[config.mk]
export PLATFORM = sky130hd
export DESIGN_NAME = seq_restoring_divider
export DESIGN_NICKNAME = d
export VERILOG_FILES = /design/src/rtl/div_pkg.sv /design/src/rtl/cla_subtractor.sv /design/src/rtl/seq_restoring_divider.sv
export SDC_FILE = /design/constraint.sdc
export NUM_CORES = 1
export LEC_CHECK = 0
export CORE_MARGIN = 10
export CORE_UTILIZATION = 53
export CTS_CLUSTER_SIZE = 14
export DETAILED_ROUTE_END_ITERATION = 8
export PLACE_DENSITY_LB_ADDON = 0.25
export SETUP_SLACK_MARGIN = 0.5
export SLEW_MARGIN = 10
export SYNTH_ARGS = -nofsm -noshare
export SYNTH_HDL_FRONTEND = slang
export SYNTH_SLANG_ARGS = --single-unit
[constraint.sdc]
create_clock -name clk -period 2.85 [get_ports clk]
set_input_delay 0.4275 -clock clk [delete_from_list [all_inputs] [get_ports clk]]
set_output_delay 0.4275 -clock clk [all_outputs]
set_load 0.05 [all_outputs]
[src/rtl/div_pkg.sv]
// Shared types and constants for the sequential restoring divider.
package div_pkg;

    typedef enum logic [1:0] {
        ST_IDLE = 2'd0,
        ST_RUN  = 2'd1,
        ST_DONE = 2'd2
    } div_state_e;

    localparam int DIV_WIDTH_DEFAULT = 8;

    // Quotient reported for a zero divisor; sliced down to the operand width.
    localparam logic [63:0] DIV_BY_ZERO_Q = '1;

    // Counter width able to hold the iteration count WIDTH itself.
    function automatic int div_count_w(input int width);
        return $clog2(width + 1);
    endfunction

endpackage

[src/rtl/cla_subtractor.sv]
// (WIDTH+1)-bit subtractor a - b: 4-bit carry-lookahead slices plus a 1-bit top stage.
module cla_subtractor #(
    parameter int WIDTH = 8
) (
    input  logic [WIDTH:0] a,
    input  logic [WIDTH:0] b,
    output logic [WIDTH:0] diff,
    output logic           cout
);

    localparam int SLICES = WIDTH / 4;

    logic [WIDTH:0]  b_n;
    logic [SLICES:0] c;

    // Two's-complement subtract: invert b and inject a carry of one.
    assign b_n  = ~b;
    assign c[0] = 1'b1;

    for (genvar s = 0; s < SLICES; s++) begin : g_slice
        logic [3:0] g;
        logic [3:0] p;
        logic [4:0] cc;

        assign g     = a[4*s +: 4] & b_n[4*s +: 4];
        assign p     = a[4*s +: 4] ^ b_n[4*s +: 4];
        assign cc[0] = c[s];
        assign cc[1] = g[0] | (p[0] & cc[0]);
        assign cc[2] = g[1] | (p[1] & g[0]) | (p[1] & p[0] & cc[0]);
        assign cc[3] = g[2] | (p[2] & g[1]) | (p[2] & p[1] & g[0])
                     | (p[2] & p[1] & p[0] & cc[0]);
        assign cc[4] = g[3] | (p[3] & g[2]) | (p[3] & p[2] & g[1])
                     | (p[3] & p[2] & p[1] & g[0])
                     | (p[3] & p[2] & p[1] & p[0] & cc[0]);

        assign diff[4*s +: 4] = p ^ cc[3:0];
        assign c[s+1]         = cc[4];
    end

    assign diff[WIDTH] = a[WIDTH] ^ b_n[WIDTH] ^ c[SLICES];
    assign cout        = (a[WIDTH] & b_n[WIDTH]) | ((a[WIDTH] ^ b_n[WIDTH]) & c[SLICES]);

endmodule

[src/rtl/seq_restoring_divider.sv]
// Unsigned restoring divider: one quotient bit per clock, start/done handshake.
module seq_restoring_divider
    import div_pkg::*;
#(
    parameter int WIDTH = DIV_WIDTH_DEFAULT
) (
    input  logic             clk,
    input  logic             rst_n,
    input  logic             start,
    input  logic [WIDTH-1:0] dividend,
    input  logic [WIDTH-1:0] divisor,
    output logic             busy,
    output logic             done,
    output logic [WIDTH-1:0] quotient,
    output logic [WIDTH-1:0] remainder,
    output logic             div_by_zero
);

    localparam int CNT_W = div_count_w(WIDTH);

    div_state_e       state_q, state_d;
    logic [WIDTH:0]   a_q, a_d;
    logic [WIDTH-1:0] qr_q, qr_d;
    logic [WIDTH-1:0] m_q, m_d;
    logic [CNT_W-1:0] count_q, count_d;
    logic [WIDTH-1:0] quotient_q, quotient_d;
    logic [WIDTH-1:0] remainder_q, remainder_d;
    logic             dbz_q, dbz_d;

    logic [WIDTH:0]   s_hi;
    logic [WIDTH-1:0] s_lo;
    logic [WIDTH:0]   t_diff;
    logic             t_cout;
    logic [WIDTH:0]   a_next;
    logic [WIDTH-1:0] qr_next;

    // Upper and lower halves of {A, Q} shifted left by one.
    assign s_hi = (a_q << 1) | {{WIDTH{1'b0}}, qr_q[WIDTH-1]};
    assign s_lo = {qr_q[WIDTH-2:0], 1'b0};

    cla_subtractor #(.WIDTH(WIDTH)) u_sub (
        .a    (s_hi),
        .b    ({1'b0, m_q}),
        .diff (t_diff),
        .cout (t_cout)
    );

    // A carry out means no borrow: keep the difference and set the quotient bit.
    assign a_next  = t_cout ? t_diff : s_hi;
    assign qr_next = {s_lo[WIDTH-1:1], t_cout};

    always_comb begin
        state_d     = state_q;
        a_d         = a_q;
        qr_d        = qr_q;
        m_d         = m_q;
        count_d     = count_q;
        quotient_d  = quotient_q;
        remainder_d = remainder_q;
        dbz_d       = dbz_q;
        unique case (state_q)
            ST_IDLE: begin
                if (start) begin
                    if (divisor == '0) begin
                        quotient_d  = DIV_BY_ZERO_Q[WIDTH-1:0];
                        remainder_d = dividend;
                        dbz_d       = 1'b1;
                        state_d     = ST_DONE;
                    end else begin
                        a_d     = '0;
                        qr_d    = dividend;
                        m_d     = divisor;
                        count_d = CNT_W'(WIDTH);
                        state_d = ST_RUN;
                    end
                end
            end
            ST_RUN: begin
                a_d     = a_next;
                qr_d    = qr_next;
                count_d = count_q - CNT_W'(1);
                if (count_q == CNT_W'(1)) begin
                    quotient_d  = qr_next;
                    remainder_d = a_next[WIDTH-1:0];
                    dbz_d       = 1'b0;
                    state_d     = ST_DONE;
                end
            end
            ST_DONE: state_d = ST_IDLE;
            default: state_d = ST_IDLE;
        endcase
    end

    always_ff @(posedge clk or negedge rst_n) begin
        if (!rst_n) begin
            state_q     <= ST_IDLE;
            a_q         <= '0;
            qr_q        <= '0;
            m_q         <= '0;
            count_q     <= '0;
            quotient_q  <= '0;
            remainder_q <= '0;
            dbz_q       <= 1'b0;
        end else begin
            state_q     <= state_d;
            a_q         <= a_d;
            qr_q        <= qr_d;
            m_q         <= m_d;
            count_q     <= count_d;
            quotient_q  <= quotient_d;
            remainder_q <= remainder_d;
            dbz_q       <= dbz_d;
        end
    end

    assign busy        = (state_q != ST_IDLE);
    assign done        = (state_q == ST_DONE);
    assign quotient    = quotient_q;
    assign remainder   = remainder_q;
    assign div_by_zero = dbz_q;

endmodule

==> impl_metrics.ini, run 1 <==
[run_status]
outcome = complete, no violations

[timing]
fin_skew_ps = 5.871
max_slew_margin_pct = 30.72
finalSetupTns_ps = 0
slew_violations = 0
worst_slew_pin_slew_ps = 1039
finalCritPeriodShare_pct = 80.35
fmax_mhz = 436.7
setup_viol = 0
min_period_ps = 2290
rsz0062_at_grt = true
final_hold_viol_count = 0

[clock_tree]
clockBufferDepth = 2
cts_tree = built
root_buffer = clkbuf_8
clk-insertion-delay-late_ps = 290
hold_buffers = 0
htree_levels = 2
clk_pin_slew_ps = 80
cts_buffers = 5
clock-sinks = 47

[floorplan]
die_h_um = 87.92
dieArea_um2 = 7730
initial_core_util_pct = 55.39
die_w_um = 87.92
row_count = 24
core_area_um2 = 4414
io_pins = 38

[yosys]
synth_seq_cells = 47
yosysSeqAreaShare_pct = 48.11
netlist_area_um2 = 2445
yosys_most_used_dff = dfrtp_1
synth.avg_cell_area_um2 = 9.740
synth_edf_count = 0
synthCells = 251
ys_types = 42
yosys.area.top_type = dfrtp_1
async_flop_share_pct = 100.0
synth_top_area_share_pct = 48.11
yosys-top-cells-area = dfrtp_1, nand2_1, ha_1
synth_nets = 282
yosys_warnings = 0

[setup_path]
worst-endpoint-required_ps = 3060
crit_path_end_kind = flip-flop
slowest_stage = fa_2
crit_type = reg -> reg
critPathMaxStageDelay_ps = 470
r2r_start = a_q[1]
cp_cell_sequence = ha_1, or3_4, o22ai_4, fa_2, mux2_4, o221ai_2
critPathMaxFanout = 4
r2r_slack_ps = 560
cp.arrival_ps = 2500
crit_family = adder cells
startpoint_type = flip-flop
crit_buf_inv = 0
critPathLaunch = a_q[1]

[routing]
ant_nets = 0
avgRoutedWirePerCell_um = 16.24
drc_errors = 0
drt_first_pass_iters = 4
viasPerCell = 5.547
vias = 1886
first_iter_violations = 66
wl_mm = 5.522

[placement]
hpwl_mm = 4.031
port_buffers = 37
gp_congestion = 0.8332

[power]
power_density_nw_per_um2 = 1433
finalPower_uw = 4232
vdd_drop_max_mv = 0.7369
p_leak_uw = 0.001319

[global_routing]
antenna_found_initial = 0
grt_pass1_wl_mm = 9.522
grt_pass1_vias = 1947
gr-total-overflow = 0
grt_max_degree = 48
track_usage_pct = 15.44

[cells_and_area]
area_growth_pct = 20.83
final_net_count = 320
diodes = 0
final.fill_count = 362
layout-drive-gt1-share_pct = 11.46

[worst_hold_path]
hold_class = in -> async

[flow_run]
drv_cap = 0
-- layer usage --
metal / share of wire, % / global-route usage, % / wire length (um) / up-vias
li1: - / - / - / 944
met1: 47 / 20.04 / 2612 / 906
met2: 45 / 23.61 / 2501 / 30
met3: 6.2 / 5.664 / 345 / 6
met4: 1.1 / 4.348 / 62 / 0
met5: 0 / 0 / 0 / -
-- placed cells by master (no fill, tap or decap), drive strengths merged, types with 2 or more instances in the layout --
cell type,Yosys,routed
xnor2,2,2
o22a,8,8
buf,8,6
or3,4,4
mux2,7,7
dfrtp,47,47
ha,11,11
a21o,4,4
inv,17,17
o221ai,2,2
clkbuf,3,6
nor4,2,2
nand2,47,47
a21oi,6,6
clkdlybuf4s50,0,35
mux2i,6,6
o21ai,19,19
o21a,4,4
nand3,7,7
and2,2,2
o211ai,2,2
nand4,2,2
a31oi,6,6
nor2,17,17
nor3,3,3
-- cell usage after synthesis, drive strengths merged, types with 2 or more instances --
library cell,number
o21ai,19
o211ai,2
or3,4
dfrtp,47
nand3,7
xnor2,2
a21o,4
nand4,2
nor4,2
nor2,17
clkbuf,3
a31oi,6
nor3,3
mux2,7
o221ai,2
buf,8
and2,2
inv,17
a21oi,6
o21a,4
nand2,47
o22a,8
ha,11
mux2i,6
-- what timing repair did --
item | 4_1_cts | 5_1_grt
hold endpoints to repair | 0 | 0
setup buffers | 0 | 1
resized for setup | 1 | 7
setup endpoints to repair | 1 | 7
gates cloned | 0 | 0
pin swaps | 0 | 1
-- cell type report --
type,instances,area [um2],share of cell area [%]
tap,52,65.06,2.202
multi-input combinational,176,1171,39.64
inverter,17,63.81,2.160
sequential,47,1176,39.81
timing repair buffer,42,405.4,13.72
clock buffer,6,72.57,2.457
-- path summary, 6_finish.rpt --
path / end / cells after the start
max: remainder[4] / 6
min: m_q[1] / 1
max reg2reg: remainder[4] / 6
min reg2reg: quotient[5] / 1
max in group asynchronous: qr_q[7] / 1
min in group clk: quotient[5] / 1
-- per-stage QoR --
| step | area (um2) | setup slack (ps) | utilization (%) | std cells | hold WS (ps) |
|---|---|---|---|---|---|
| final | 2954 | 560.1 | 66.92 | 340 | 299.2 |
| after floorplan | 2445 | 733.9 | - | 251 | 131.9 |
| after CTS | 2928 | 511.8 | 66.33 | 339 | 352.4 |
| after detailed placement | 2848 | 434.9 | 64.51 | 333 | 480.1 |
| after global routing | 2954 | 465.5 | 66.92 | 340 | 386.9 |
| after global placement | 2848 | 455.9 | 64.51 | 333 | 474.7 |
-- report_power, final --
group	switching, uW	leakage [uW]	internal [uW]
logic	1530	0.000717	1130
registers	217	0.000565	993
clock network	200	0.0000371	164
total	1950	0.00132	2290
-- flip-flops by register name, indices dropped and copies added, names as in the netlist --
name and count:
div_by_zero 1, qr_q 8, count_q 4, remainder 8, quotient 8, state_q 2, m_q 8, a_q 8
-- kinds of logic after synthesis --
| kind of cell | count (synthesis) | share of synthesized area (%) |
|---|---|---|
| mux | 13 | 5.988 |
| fa+ha+maj | 12 | 6.448 |
| compound gates | 59 | 17.04 |
| buf+inv | 28 | 4.964 |
| flops | 47 | 48.11 |
| simple gates | 89 | 16.38 |
| xor+xnor | 3 | 1.075 |
Power figures use the tool's default switching activity.
==> run 2: changes to the inputs <==
- CORE_UTILIZATION: 53 -> 48
- clock period: 2.85 -> 2.1 ns (I/O delays scaled with it)
==> run 2 against run 1 <==
Cell count rose by 17%. Non-clock buffer count rose by 40. The run now ends with negative setup slack left. Via count rose by 15%. Critical endpoint unchanged. Die area rose by 8.0%. Largest cell class is now multi-input combinational cells. Setup slack got worse by 640 ps. First-iteration DRC count rose by 100%. Critical path depth did not move. Utilization rose by 5.7 points. Count of clock-buffer cells in the layout fell by 1. Clock skew rose by 1.5 ps. Global-route usage rose by 0.14 points. Fmax rose by 5.2%. Critical path type unchanged.
==> impl_metrics.ini, run 2 (synthesis results as in run 1) <==
[routing]
vias = 2162
wl_mm = 6.776
first_iter_violations = 135
viasPerCell = 5.446
drt_first_pass_iters = 4
avgRoutedWirePerCell_um = 17.07
ant_nets = 0
drc_errors = 0

[floorplan]
die_w_um = 91.37
die_h_um = 91.37
core_area_um2 = 4817
row_count = 25
io_pins = 38
dieArea_um2 = 8348
initial_core_util_pct = 50.75

[global_routing]
grt_max_degree = 48
antenna_found_initial = 1
track_usage_pct = 15.59
gr-total-overflow = 0
grt_pass1_wl_mm = 10.77
grt_pass1_vias = 2173

[cells_and_area]
final_common_cell = dfrtp_1
most-common-layout-cells = dfrtp_1, nand2_1, buf_4
multi_input_area_um2 = 1350
diodes = 0
final_net_count = 360
area_growth_pct = 43.14
regArea_um2 = 1179
final.fill_count = 362
layout-drive-gt1-share_pct = 29.70
final_cell_area_um2 = 3500

[flow_run]
drv_cap = 0

[clock_tree]
clk_pin_slew_ps = 90
clk-insertion-delay-late_ps = 300
clockBufferDepth = 2
cts_tree = built
cts_buffers = 5
root_buffer = clkbuf_8
hold_buffers = 0
clock-sinks = 47
htree_levels = 2

[run_status]
violations = negative setup slack
outcome = finished with violations

[timing]
min_period_ps = 2176
fin_skew_ps = 7.362
holdWs_ps = 106.0
setup_viol = 8
fin_ws_ps = -76.19
slew_violations = 0
finalCritPeriodShare_pct = 103.6
rsz0062_at_grt = true
fmax_mhz = 459.5
max_slew_margin_pct = 59.31
final_hold_viol_count = 0
worst_slew_pin_slew_ps = 610.4

[setup_path]
crit_path_end_kind = flip-flop
r2r_slack_ps = -80
crit_type = reg -> reg
critPathMaxFanout = 2
cp.arrival_ps = 2410
startpoint_type = flip-flop
worst-endpoint-required_ps = 2330

[placement]
placedInstanceArea_um2 = 3084
gp_congestion = 0.8750
port_buffers = 37
hpwl_mm = 4.401

[worst_hold_path]
hold_class = in -> async
[run 2: cell types whose count changed in the layout (fill, tap and decap cells not counted), moves of 5 or more]
| cell | change |
|---|---|
| buf_4 | +29 |
| clkdlybuf4s50_1 | -27 |
| dlygate4sd2_1 | +21 |
| buf_6 | +11 |
| ha_1 | -5 |
[run 2: through the flow]
step | std cells | util, % | TNS, ps | worst slack (ps)
after floorplan | 251 | - | 0 | 8.082
after global placement | 374 | 64.03 | -593.6 | -109.4
after detailed placement | 374 | 64.03 | -1447 | -146.6
after CTS | 392 | 69.64 | -280.6 | -56.95
after global routing | 397 | 72.65 | -887.9 | -132.0
final | 397 | 72.65 | -239.4 | -76.19
[run 2: final cells by class]
| type | instances | share of cell area [%] |
|---|---|---|
| multi-input cells | 176 | 38.58 |
| flip-flops and latches | 47 | 33.68 |
| repair buffers | 82 | 20.31 |
| well taps | 67 | 2.395 |
| clock buffers | 5 | 1.966 |
| inverters | 17 | 1.823 |
| clock inverters | 3 | 1.251 |
[run 2: per-layer routing]
| metal | up-vias | share of wire, % | global-route usage [%] |
|---|---|---|---|
| li1 | 1025 | - | - |
| met1 | 1067 | 47 | 20.18 |
| met2 | 57 | 47 | 24.05 |
| met3 | 11 | 5.2 | 4.938 |
| met4 | 2 | 1.4 | 5.091 |
| met5 | - | 0.19 | 0 |
[run 2: repair_timing]
action | CTS | global route
resized for setup | 62 | 31
pin swaps | 8 | 15
setup buffers | 8 | 5
cloned | 2 | 0
setup endpoints to repair | 64 | 29
[run 2: final timing paths]
kind / startpoint / end / cells past startpoint
max in group asynchronous: rst_n / state_q[0] / 2
max: a_q[1] / remainder[4] / 6
min in group clk: divisor[0] / m_q[0] / 3
min: rst_n / quotient[0] / 2
min reg2reg: quotient[7] / quotient[7] / 1
max reg2reg: a_q[1] / remainder[4] / 6
[run 2: critical path: stages (launching register included)]
cell and delay, ps:
dfrtp_1 420, ha_2 210, or3_4 380, o22ai_4 180, fa_2 470, mux2_4 290, o221ai_2 150
Power of run 2 is left out: the tool's default activity adds up to more than one toggle a clock period on the data nets, which glitch-free logic cannot reach.
==> run 3: changes to the inputs <==
- GPL_ROUTABILITY_DRIVEN: unset -> 0
==> results of run 3 <==
Same layout as run 2: the final DEF is identical, and so are final timing and power.
Power of run 3 is left out for the same reason.
